==> config.mk <==
export PLATFORM = sky130hd
export DESIGN_NAME = rs232_tx
export DESIGN_NICKNAME = d
export VERILOG_FILES = /design/src/rtl/rs232_tx.sv
export SDC_FILE = /design/constraint.sdc
export NUM_CORES = 1
export LEC_CHECK = 0
export CAP_MARGIN = 20
export CORE_ASPECT_RATIO = 1.75
export CORE_MARGIN = 2
export CORE_UTILIZATION = 40
export DETAILED_ROUTE_END_ITERATION = 10
export DONT_BUFFER_PORTS = 1
export GPL_ROUTABILITY_DRIVEN = 0
export HOLD_SLACK_MARGIN = 0.03
export MAX_ROUTING_LAYER = met4
export PLACE_DENSITY = 0.51
export SYNTH_ARGS = -nofsm -noshare
export SYNTH_HDL_FRONTEND = slang
export SYNTH_SLANG_ARGS = --single-unit
export TNS_END_PERCENT = 5
==> constraint.sdc <==
create_clock -name clk_i -period 2.3 [get_ports clk_i]
set_clock_uncertainty 0.1 [all_clocks]
set_input_delay 0.23 -clock clk_i [delete_from_list [all_inputs] [get_ports clk_i]]
set_output_delay 0.23 -clock clk_i [all_outputs]
set_load 0.005 [all_outputs]
==> src/rtl/rs232_tx.sv <==
// rs232_tx: asynchronous serial transmitter. It sends a start bit, LSB-first data,
// an optional parity bit and one stop bit for each word accepted on start_i/ready_o.
module rs232_tx #(
    parameter int Width     = 8,
    parameter int BaudDiv   = 5208,
    parameter bit ParityEn  = 1'b0,
    parameter bit ParityOdd = 1'b0
) (
    input  logic             clk_i,
    input  logic             rst_ni,
    input  logic             start_i,
    input  logic [Width-1:0] din_i,
    output logic             tx_o,
    output logic             ready_o,
    output logic             done_tick_o
);

    // state    | meaning
    // S_IDLE   | line high, ready_o high, waiting for start_i
    // S_START  | start bit (line low)
    // S_DATA   | data bits, shift_q[0] on the line, LSB first
    // S_PARITY | parity bit (only reachable when ParityEn)
    // S_STOP   | stop bit (line high); leaving it pulses done_tick_o

    localparam int BW = $clog2(BaudDiv);
    localparam int CW = $clog2(Width) + 1;
    localparam logic [BW-1:0] BaudLast = BW'(BaudDiv - 1);
    localparam logic [BW-1:0] BaudOne  = BW'(1);
    localparam logic [CW-1:0] BitLast  = CW'(Width - 1);
    localparam logic [CW-1:0] BitOne   = CW'(1);

    typedef enum logic [2:0] {
        S_IDLE,
        S_START,
        S_DATA,
        S_PARITY,
        S_STOP
    } state_e;

    state_e           state_q;
    logic [BW-1:0]    baud_q;
    logic [BW-1:0]    baud_d;
    logic [CW-1:0]    bit_q;
    logic [CW-1:0]    bit_d;
    logic [Width-1:0] shift_q;
    logic [Width-1:0] shift_d;
    logic             parity_q;
    logic             tx_q;
    logic             ready_q;
    logic             done_q;
    logic             baud_wrap;

    always_comb begin
        baud_wrap = (baud_q == BaudLast);
        baud_d    = baud_wrap ? '0 : baud_q + BaudOne;
        bit_d     = bit_q + BitOne;
        shift_d   = shift_q >> 1;
    end

    // All outputs are registered; each one is assigned the value it must show
    // in the cycle after the edge that changes state.
    always_ff @(posedge clk_i or negedge rst_ni) begin
        if (!rst_ni) begin
            state_q  <= S_IDLE;
            baud_q   <= '0;
            bit_q    <= '0;
            shift_q  <= '0;
            parity_q <= 1'b0;
            tx_q     <= 1'b1;
            ready_q  <= 1'b1;
            done_q   <= 1'b0;
        end else begin
            done_q <= 1'b0;
            unique case (state_q)
                S_IDLE: begin
                    baud_q <= '0;
                    if (start_i) begin
                        shift_q  <= din_i;
                        parity_q <= (^din_i) ^ ParityOdd;
                        state_q  <= S_START;
                        tx_q     <= 1'b0;
                        ready_q  <= 1'b0;
                    end
                end
                S_START: begin
                    baud_q <= baud_d;
                    if (baud_wrap) begin
                        state_q <= S_DATA;
                        bit_q   <= '0;
                        tx_q    <= shift_q[0];
                    end
                end
                S_DATA: begin
                    baud_q <= baud_d;
                    if (baud_wrap) begin
                        shift_q <= shift_d;
                        if (bit_q == BitLast) begin
                            bit_q <= '0;
                            if (ParityEn) begin
                                state_q <= S_PARITY;
                                tx_q    <= parity_q;
                            end else begin
                                state_q <= S_STOP;
                                tx_q    <= 1'b1;
                            end
                        end else begin
                            bit_q <= bit_d;
                            tx_q  <= shift_d[0];
                        end
                    end
                end
                S_PARITY: begin
                    baud_q <= baud_d;
                    if (baud_wrap) begin
                        state_q <= S_STOP;
                        tx_q    <= 1'b1;
                    end
                end
                S_STOP: begin
                    baud_q <= baud_d;
                    if (baud_wrap) begin
                        state_q <= S_IDLE;
                        ready_q <= 1'b1;
                        done_q  <= 1'b1;
                        tx_q    <= 1'b1;
                    end
                end
                default: begin
                    state_q <= S_IDLE;
                    baud_q  <= '0;
                    tx_q    <= 1'b1;
                    ready_q <= 1'b1;
                end
            endcase
        end
    end

    assign tx_o        = tx_q;
    assign ready_o     = ready_q;
    assign done_tick_o = done_q;

endmodule

==> results of run 1 <==
[synthesized netlist by cell type (2+ instances only)]
master,number
dfrtp_1,29
nor2_1,20
mux2_2,15
nand3_1,12
xnor2_1,11
nand2_1,6
a21oi_1,5
o21ai_0,5
clkbuf_1,4
inv_1,4
and3_1,3
nor4_1,3
nor4b_1,3
o31ai_1,3
and3b_1,2
buf_1,2
dfstp_2,2
ha_1,2
nor3_1,2
or4_1,2
xor2_1,2
[timing repair]
item                      4_1_cts  5_1_grt
hold buffers                    3        0
hold endpoints to repair       32        0
setup buffers                   0        0
[where the power goes]
group	internal [mW]	switching [mW]	total (mW)
registers	0.552	0.00321	0.555
logic	0.0150	0.0142	0.0291
clock network	0.212	0.191	0.403
total	0.779	0.208	0.987
[cell type report]
| cell class | count | area [sq um] | share of cell area (%) |
|---|---|---|---|
| Clock inverter | 1 | 5.005 | 0.2774 |
| Sequential cell | 31 | 778.2 | 43.13 |
| Timing Repair Buffer | 11 | 100.1 | 5.548 |
| Clock buffer | 7 | 76.32 | 4.230 |
| Tap cell | 48 | 60.06 | 3.329 |
| Inverter | 4 | 15.01 | 0.8322 |
| Multi-Input combinational cell | 110 | 769.5 | 42.65 |
[path summary, 6_finish.rpt]
check                                        from                endpoint  slack (ns)  cells past startpoint
hold reg to reg            shift_q[0]$_DFFE_PN0P_  shift_q[0]$_DFFE_PN0P_        0.40                      1
hold / removal                           din_i[3]  shift_q[3]$_DFFE_PN0P_        0.13                      2
max in group asynchronous                  rst_ni     ready_o$_DFFE_PN1P_        1.57                      2
min in group asynchronous                  rst_ni     baud_q[0]$_DFF_PN0_        0.29                      2
setup / recovery              baud_q[9]$_DFF_PN0_    bit_q[3]$_DFFE_PN0P_        0.17                      4
setup reg to reg              baud_q[9]$_DFF_PN0_    bit_q[3]$_DFFE_PN0P_        0.17                      4
[logic make-up after synthesis]
| group | count (synthesis) | synth area share (%) |
|---|---|---|
| simple gates | 61 | 21.08 |
| flops | 31 | 48.75 |
| mux | 15 | 10.58 |
| compound gates | 19 | 7.837 |
| fa+ha+maj | 2 | 1.567 |
| buf+inv | 11 | 3.056 |
| xor+xnor | 13 | 7.132 |
[through the flow]
stage	instances	total power, mW	cell area, sq um
2_1_floorplan	152	0.5748	1597
3_3_place_gp	201	0.5763	1683
3_5_place_dp	201	0.5775	1683
4_1_cts	212	1.008	1804
5_1_grt	212	1.033	1804
6_report	212	0.9870	1804
[worst reg2reg max path: stages (launching register included)]
cell     delay (ns)
dfrtp_1        0.42
nor4b_1        0.50
nand3_1        0.36
or4_1          0.59
o21ai_0        0.09
[flip-flops by register name, indices dropped and copies added (netlist names)]
register and cells:
shift_q 8, baud_q 13, done_tick_o 1, state_q 3, ready_o 1, tx_o 1
bit_q 4
[routing by layer]
metal / GRT usage [%] / vias up / wire, microns
li1: - / 564 / -
met1: 16.48 / 585 / 1210
met2: 33.22 / 22 / 1932
met3: 5.119 / 10 / 108
met4: 7.895 / 0 / 91
met5: - / - / 0
==> qor_table.md, run 1 <==
| Item | This run |
|---|---|
| Count of final hold-check violations | 0 |
| Routed via count divided by cell count | 5.571 |
| Worst min-delay path category | input pin to register |
| Number of antenna violations at the first check in global routing | 0 |
| Async SR Flop Fraction | 100.0% |
| Critical path buffer and inverter count | 0 |
| Num rows | 30 |
| Unrepaired setup endpoints after global routing | no |
| Gate Count Post-Synth | 152 |
| Width of the die | 51.76 microns |
| Detailed-route wire length | 3342 microns |
| Worst VDD drop | 0.3357 mV |
| Count of yosys warnings during synthesis | 0 |
| Largest driver fanout on the critical path | 7 |
| Number of CTS-inserted buffers | 5 |
| Relative slew margins | 67.08% |
| Via count of the first global-routing pass | 1,305 |
| Slowest cell on the critical path | or4_1 |
| Number of nets with antenna violations after routing | 0 |
| Clock latency on the worst-skew pair | 0.28 ns |
| Top cell type's share of synthesized area | 45.45% |
| Maximum number of pins on one net before global-route repair | 32 |
| Sort of element at the end of the critical path | register |
| Period Utilization, post-route | 92.82% |
| Clk pin slew, worst setup/hold paths | 0.06 ns |
| Share of the core filled with cells in the final layout | 46.67% |
| Result of the run | finished, final reports clean |
| Classification of the worst setup path | register to register |
| Critical path, cell by cell | nor4b_1, nand3_1, or4_1, o21ai_0 |
| Syn Area/Cell | 10.50 sq um |
| Leading cell types in the layout, fill and taps excluded | dfrtp_1, nor2_1, mux2_2 |
| Primary FF master, synth | dfrtp_1 |
| Post-DP HPWL | 2522 microns |
| Worst Tran Pin Value | 0.4869 ns |
| Final setup margin | 0.1652 ns |
| Most frequent standard cell in the layout excluding fill and tap cells | dfrtp_1 |
| Min Hold Slack | 0.1257 ns |
| Delay-heaviest family, CP | simple AND/OR/NAND/NOR gates |
| Count of final setup violators | 0 |
| Distinct cells, synth | 36 |
| Leakage power figure | 0.7731 nW |
| CTS Root Buffer Type | clkbuf_8 |
| Share of the yosys chip area belonging to registers | 48.75% |
| Synth Cell Area | 1597 sq um |
| Shortest period the worst path allows | 2.135 ns |
| Max-cap violation count | 0 |
| Num ports | 14 |
| Layout Nets | 176 |
| Growth of design area from synthesis to finish | 13.01% |
| Vertical extent of the die | 87.58 microns |
| Number of synthesized register bits | 31 |
| Starting utilization of the core area | 41.29% |
| Slowest cell delay on critical path | 0.59 ns |
| First DRT Iteration DRCs | 22 |
| Core Area | 3866 sq um |
| Layout fillers | 370 |
| Overall die area | 4532 sq um |
| Power density relative to cell area | 547.0 nW/um^2 |
| Slew Limit Fails | 0 |
| First-pass detailed-route iteration total | 4 |
| Most area-hungry cell type in the Yosys netlist | dfrtp_1 |
| TritonCTS clock tree | built |
| Vias | 1,181 |
| Crit path DAT | 2.23 ns |
| Crit path launch type | register |
| Global Route Usage Sum | 17.97% |
| I/O Buffers | 0 |
| Total negative slack for setup checks | 0 ns |
| Required time of the critical path | 2.40 ns |
| Antenna cells | 0 |
| H-tree depth reported by CTS | 2 |
| EDFF count, synth | 0 |
| Dpl ws | 0.1789 ns |
| Share of post-route cells with drive strength above 1 | 21.95% |
| Detail-routed net length per standard cell | 15.76 microns |
| Cells taking the most area after synthesis | dfrtp_1, mux2_2, xnor2_1 |
| Residual DRC | 0 |
| Maximum root-to-sink buffer count | 2 |
| Post-synth net total | 165 |
| Top achievable clock speed | 468.4 MHz |
| TritonCTS sink count | 31 |
| Total of cells resized after clock tree synthesis | 0 |
| Final global-route overflow total | 0 |
| Global-route wire length before repair | 5761 microns |
No activity file was read; power rests on OpenSTA's default activity.
==> run 2, diff against run 1 <==
==> constraint.sdc (replaced) <==
create_clock -name clk_i -period 2.6 [get_ports clk_i]
set_clock_uncertainty 0.1 [all_clocks]
set_input_delay 0.26 -clock clk_i [delete_from_list [all_inputs] [get_ports clk_i]]
set_output_delay 0.26 -clock clk_i [all_outputs]
set_load 0.05 [all_outputs]
==> run 2 against run 1 <==
Against the previous run: clock power down 5%; critical path depth rose by 1; flip-flop and latch count stayed put; via count fell by 0.34%; first-iteration DRC count grew 32%; cell count is 1.4% lower; core utilization fell by 0.32 points; count of clock-buffer cells in the layout is the same; largest cell class unchanged; register-to-register slack gained 0.26 ns; worst hold slack better by 0.030 ns; fmax fell by 1.8%.
==> qor_table.md, run 2 (same netlist as run 1, synthesis figures left out) <==
| Item | This run | Delta |
|---|---|---|
| Number of CTS-inserted buffers | 5 | unchanged |
| Num ports | 14 | unchanged |
| Residual DRC | 0 | unchanged |
| Shortest period the worst path allows | 2.174 ns | +0.03943 ns |
| Worst VDD drop | 0.2785 mV | -17% |
| Vertical extent of the die | 87.58 microns | unchanged |
| Overall die area | 4532 sq um | unchanged |
| Slew Limit Fails | 0 | unchanged |
| Post-DP HPWL | 2426 microns | -3.8% |
| Classification of the worst setup path | register to register |  |
| Registers with the most flip-flops | baud_q x13, shift_q x8, bit_q x4 |  |
| Slowest cell on the critical path | dfrtp_1 |  |
| Worst min-delay path category | input pin to register |  |
| Slowest cell delay on critical path | 0.42 ns | -0.17 ns |
| Layout fillers | 353 | -4.6% |
| Count of final setup violators | 0 | unchanged |
| Number of nets with antenna violations after routing | 0 | unchanged |
| Global Route Usage Sum | 17.89% | -0.080 points |
| TritonCTS sink count | 31 | unchanged |
| Result of the run | finished, final reports clean |  |
| Starting utilization of the core area | 41.29% | unchanged |
| Num rows | 30 | unchanged |
| H-tree depth reported by CTS | 2 | unchanged |
| Core Area | 3866 sq um | unchanged |
| Leakage power figure | 0.7641 nW | -1.2% |
| Crit path launch type | register |  |
| Total negative slack for setup checks | 0 ns | unchanged |
| Detail-routed net length per standard cell | 15.71 microns | -0.32% |
| Leading cell types in the layout, fill and taps excluded | dfrtp_1, nor2_1, mux2_2 |  |
| Final setup margin | 0.4258 ns | +0.2606 ns |
| Period Utilization, post-route | 83.62% | -9.2 points |
| Clk pin slew, worst setup/hold paths | 0.06 ns | about the same |
| Maximum number of pins on one net before global-route repair | 32 | unchanged |
| Count of final hold-check violations | 0 | unchanged |
| Required time of the critical path | 2.66 ns | +0.26 ns |
| First DRT Iteration DRCs | 29 | +32% |
| Growth of design area from synthesis to finish | 12.23% |  |
| Dpl ws | 0.4272 ns | +0.2482 ns |
| Most flop-heavy register | baud_q |  |
| Maximum root-to-sink buffer count | 2 | unchanged |
| Summed area of non-filler cells in the final layout | 1792 sq um | -0.69% |
| Number of antenna violations at the first check in global routing | 0 | unchanged |
| Vias | 1,177 | -0.34% |
| Critical path, cell by cell | ha_1, and4_1, and3_1, a21oi_2, mux2_2 |  |
| Clock latency on the worst-skew pair | 0.28 ns | about the same |
| Max reg flops | 13 | unchanged |
| Relative slew margins | 69.36% | +2.3 points |
| Worst Tran Pin Value | 0.4532 ns | -0.03375 ns |
| Power density relative to cell area | 502.4 nW/um^2 | -8.2% |
| Number of post-CTS setup repair buffers | 0 | unchanged |
| Antenna cells | 0 | unchanged |
| Largest driver fanout on the critical path | 8 | +1 |
| First-pass detailed-route iteration total | 4 | unchanged |
| Top achievable clock speed | 459.9 MHz | -1.8% |
| Final global-route overflow total | 0 | unchanged |
| Via count of the first global-routing pass | 1,261 | -3.4% |
| Crit path DAT | 2.24 ns | about the same |
| I/O Buffers | 0 | unchanged |
| Detailed-route wire length | 3284 microns | -1.7% |
| Global-route wire length before repair | 5768 microns | +0.12% |
| Unrepaired setup endpoints after global routing | no |  |
| CTS Root Buffer Type | clkbuf_8 |  |
| Max-cap violation count | 0 | unchanged |
| Share of post-route cells with drive strength above 1 | 21.12% | -0.83 points |
| Routed via count divided by cell count | 5.632 | +1.1% |
| Min Hold Slack | 0.1558 ns | +0.03011 ns |
| Most frequent standard cell in the layout excluding fill and tap cells | dfrtp_1 |  |
| Width of the die | 51.76 microns | unchanged |
| Layout Nets | 173 | -1.7% |
| Sort of element at the end of the critical path | register |  |
| TritonCTS clock tree | built |  |
| Total cell area at the placement stage | 1660 sq um | -1.3% |
-- run 2: cell types whose count changed in the layout (fill, tap and decap cells not counted) --
cell / before / now
clkbuf_1: 2 / 1
clkbuf_8: 5 / 6
buf_4: 8 / 5
-- run 2: power breakdown --
group / leakage [nW] / switching (mW) / internal (mW)
Sequential: 0.399 / 0.00275 / 0.488
Combinational: 0.317 / 0.0122 / 0.0132
Clock: 0.0482 / 0.171 / 0.213
Total: 0.764 / 0.186 / 0.714
-- run 2: path summary, 6_finish.rpt --
path	startpoint	endpoint	slack, ns	cells past startpoint
max	baud_q[0]$_DFF_PN0_	shift_q[6]$_DFFE_PN0P_	0.43	5
min	din_i[4]	shift_q[4]$_DFFE_PN0P_	0.16	2
max reg2reg	baud_q[0]$_DFF_PN0_	shift_q[6]$_DFFE_PN0P_	0.43	5
min reg2reg	shift_q[0]$_DFFE_PN0P_	shift_q[0]$_DFFE_PN0P_	0.40	1
max in group asynchronous	rst_ni	tx_o$_DFFE_PN1P_	1.84	2
min in group asynchronous	rst_ni	baud_q[6]$_DFF_PN0_	0.32	2
-- run 2: repair_timing --
action                    CTS  global route
hold endpoints to repair   32             0
gates resized for setup     0             0
hold buffers                3             0
-- run 2: area by class of cell --
type                    count  area [sq um]  area share [%]
flip-flops and latches     31         778.2           43.44
multi-input cells         110         769.5           42.95
clock buffers               7         86.33           4.818
repair buffers              8         77.57           4.330
well taps                  48         60.06           3.352
inverters                   4         15.01          0.8380
clock inverters             1         5.005          0.2793
-- run 2: per-layer routing --
layer	global-route usage [%]	wire length (microns)	part of all wire, %
met3	4.608	116	3.5
met1	17.00	1163	35
met2	32.63	1911	58
met4	8.134	92	2.8
met5	-	0	0
-- run 2: per-stage QoR --
| stage | std cells | util, % | power, mW |
|---|---|---|---|
| floorplan | 152 | - | 0.5085 |
| global placement | 198 | 42.95 | 0.5100 |
| detailed placement | 198 | 42.95 | 0.5104 |
| CTS | 209 | 46.34 | 0.9164 |
| global route | 209 | 46.34 | 0.9428 |
| finish | 209 | 46.34 | 0.9001 |
-- run 2: critical path: cells and delay by family, from the launching register on --
kind,cells,cell delay [ns]
multiplexers,1,0.38
AND/OR/NAND/NOR,2,0.47
AO/OA/AOI/OAI,1,0.41
adder cells (fa/ha/maj),1,0.28
flip-flops,1,0.42
==> run 3, diff against run 2 <==
--- a/config.mk
+++ b/config.mk
@@ -14,7 +14,7 @@
 export GPL_ROUTABILITY_DRIVEN = 0
 export HOLD_SLACK_MARGIN = 0.03
 export MAX_ROUTING_LAYER = met4
-export PLACE_DENSITY = 0.51
+export PLACE_DENSITY = 0.53
 export SYNTH_ARGS = -nofsm -noshare
 export SYNTH_HDL_FRONTEND = slang
 export SYNTH_SLANG_ARGS = --single-unit
==> constraint.sdc (replaced) <==
create_clock -name clk_i -period 1.8 [get_ports clk_i]
set_clock_uncertainty 0.1 [all_clocks]
set_input_delay 0.18 -clock clk_i [delete_from_list [all_inputs] [get_ports clk_i]]
set_output_delay 0.18 -clock clk_i [all_outputs]
set_load 0.05 [all_outputs]
==> run 3 against run 2 <==
Against the previous run: the flow now finishes with violations (negative setup slack); cell area grew 15%; combinational power grew 45%; sequential share of layout area decreased by 5.7 points; cell count up 14%.
==> qor_table.md, run 3 (same netlist as run 1, synthesis figures left out) <==
| Item | This run | Delta |
|---|---|---|
| Result of the run | complete, but fails checks |  |
| Violations in the final reports | negative setup slack |  |
| Relative slew margins | 70.47% | +1.1 points |
| Global-route wire length before repair | 5913 microns | +2.5% |
| Vias | 1,297 | +10% |
| Hold-critical path depth | 2 | unchanged |
| Via count of the first global-routing pass | 1,415 | +12% |
| Growth of design area from synthesis to finish | 29.08% |  |
| Slowest cell on the critical path | or4_1 |  |
| Detail-routed net length per standard cell | 14.42 microns | -8.3% |
| Leading cell types in the layout, fill and taps excluded | buf_4, dfrtp_1, nor2_1 |  |
| Crit path DAT | 2.00 ns | -0.24 ns |
| Count of final setup violators | 8 | +8 |
| Reg-to-reg critical path endpoint | bit_q[3]$_DFFE_PN0P_ |  |
| Post-DP HPWL | 2676 microns | +10% |
| First DRT Iteration DRCs | 14 | -52% |
| Count of final hold-check violations | 0 | unchanged |
| Hold endpoint | shift_q[3]$_DFFE_PN0P_ |  |
| Leakage power figure | 0.9244 nW | +21% |
| Residual DRC | 0 | unchanged |
| Classification of the worst setup path | register to register |  |
| Startpoint of the worst register-to-register path | state_q[0]$_DFFE_PN0P_ |  |
| Total power after layout | 1.344 mW | +49% |
| Start point of the worst min-delay path | din_i[3] |  |
| Number of post-CTS setup repair buffers | 0 | unchanged |
| Required time of the critical path | 1.91 ns | -0.75 ns |
| Final global-route overflow total | 0 | unchanged |
| Most frequent standard cell in the layout excluding fill and tap cells | buf_4 |  |
| Sort of element at the end of the critical path | register |  |
| Routed via count divided by cell count | 5.450 | -3.2% |
| R2R setup slack | -0.1 ns | -0.52 ns |
| Cell Count, Final, Fillers Out | 238 | +14% |
| Layout Nets | 202 | +17% |
| Registers with the most flip-flops | baud_q x13, shift_q x8, bit_q x4 |  |
| Maximum number of pins on one net before global-route repair | 32 | unchanged |
| Antenna cells | 0 | unchanged |
| Number of nets with antenna violations after routing | 0 | unchanged |
| Detailed-route wire length | 3431 microns | +4.5% |
| Starting utilization of the core area | 41.29% | unchanged |
| Period Utilization, post-route | 105.4% | +22 points |
| Cells on worst reg2reg path | 4 | -1 |
| Number of placed cells counting well taps | 227 | +15% |
| First-pass detailed-route iteration total | 5 | +1 |
| Num ports | 14 | unchanged |
| Critical path buffer and inverter count | 0 | unchanged |
| Width of the die | 51.76 microns | unchanged |
| Overall die area | 4532 sq um | unchanged |
| Maximum root-to-sink buffer count | 2 | unchanged |
| Slowest cell delay on critical path | 0.46 ns | +0.04 ns |
| Share of post-route cells with drive strength above 1 | 36.84% | +16 points |
| Vertical extent of the die | 87.58 microns | unchanged |
| Num rows | 30 | unchanged |
| Power density relative to cell area | 652.0 nW/um^2 | +30% |
| TritonCTS sink count | 31 | unchanged |
| Share of the core filled with cells in the final layout | 53.30% | +7.0 points |
| Critical path, cell by cell | or3b_4, or4_1, or4_1, o21ai_1 |  |
| Most frequent cell on the critical path | or4_1 |  |
| Core Area | 3866 sq um | unchanged |
| Total negative slack for setup checks | -0.4337 ns | -0.4337 ns |
| Clock latency on the worst-skew pair | 0.28 ns | about the same |
| Number of CTS-inserted buffers | 5 | unchanged |
| Slew Limit Fails | 0 | unchanged |
| Worst Tran Pin Value | 0.4433 ns | -0.009873 ns |
| Largest driver fanout on the critical path | 2 | -6 |
| Crit path launch type | register |  |
| Worst min-delay path category | input pin to register |  |
| Delay-heaviest family, CP | simple AND/OR/NAND/NOR gates |  |
| H-tree depth reported by CTS | 2 | unchanged |
| Worst VDD drop | 0.5189 mV | +86% |
| Clk pin slew, worst setup/hold paths | 0.06 ns | about the same |
| Global Route Usage Sum | 18.36% | +0.47 points |
| TritonCTS clock tree | built |  |
| Max reg flops | 13 | unchanged |
| Unrepaired setup endpoints after global routing | yes |  |
| Max-cap violation count | 0 | unchanged |
| Top achievable clock speed | 527.0 MHz | +15% |
| Final setup margin | -0.09744 ns | -0.5232 ns |
| Layout fillers | 355 | +0.57% |
| Shortest period the worst path allows | 1.897 ns | -0.2768 ns |
| Most flop-heavy register | baud_q |  |
| I/O Buffers | 0 | unchanged |
| Number of antenna violations at the first check in global routing | 0 | unchanged |
| CTS Root Buffer Type | clkbuf_8 |  |
-- run 3: changes by cell type in the layout (fill, tap and decap cells not counted), sizes merged --
cell and change:
clkinv -1, clkbuf +1, buf +29
-- run 3: how the worst max path moves through the flow --
stage | start | endpoint | cells after the start
floorplan | state_q[2]$_DFFE_PN0P_ | bit_q[3]$_DFFE_PN0P_ | 5
detailed placement | baud_q[5]$_DFF_PN0_ | bit_q[0]$_DFFE_PN0P_ | 5
global placement | baud_q[5]$_DFF_PN0_ | bit_q[3]$_DFFE_PN0P_ | 5
finish | state_q[0]$_DFFE_PN0P_ | bit_q[3]$_DFFE_PN0P_ | 4
global route | state_q[1]$_DFFE_PN0P_ | bit_q[3]$_DFFE_PN0P_ | 4
CTS | state_q[0]$_DFFE_PN0P_ | bit_q[3]$_DFFE_PN0P_ | 4
-- run 3: area by class of cell --
cell class / count / area [sq um] / share of cell area (%)
Timing Repair Buffer: 37 / 295.3 / 14.33
Clock buffer: 8 / 100.1 / 4.857
Multi-Input combinational cell: 110 / 812.0 / 39.40
Sequential cell: 31 / 778.2 / 37.77
Tap cell: 48 / 60.06 / 2.914
Inverter: 4 / 15.01 / 0.7286
-- run 3: layer usage --
metal / part of all wire (%) / routed length, microns / GRT usage, %
met1: 35 / 1197 / 15.58
met2: 58 / 2005 / 35.20
met3: 3.6 / 124 / 4.608
met4: 3.0 / 104 / 9.091
met5: 0 / 0 / -
-- run 3: stage by stage --
| step | setup slack [ns] | hold WS [ns] | area [sq um] |
|---|---|---|---|
| CTS | -0.09332 | 0.06938 | 2054 |
| global placement | -0.2187 | -0.2148 | 1888 |
| global route | -0.1963 | 0.07646 | 2061 |
| detailed placement | -0.2844 | -0.2148 | 1888 |
| finish | -0.09744 | 0.07196 | 2061 |
| floorplan | -0.1326 | -0.2156 | 1607 |
-- run 3: report_power, final --
| group | internal, mW | switching, mW | leakage, nW |
|---|---|---|---|
| registers | 0.705 | 0.00433 | 0.399 |
| logic | 0.0191 | 0.0177 | 0.474 |
| clock network | 0.349 | 0.249 | 0.0515 |
| total | 1.07 | 0.271 | 0.924 |
-- run 3: timing repair --
item                                   CTS  global route
endpoints found under the hold margin   32             0
hold buffers                             3             0
resized for setup                        5             4
pin swaps                                2             1
setup endpoints to repair               31            15
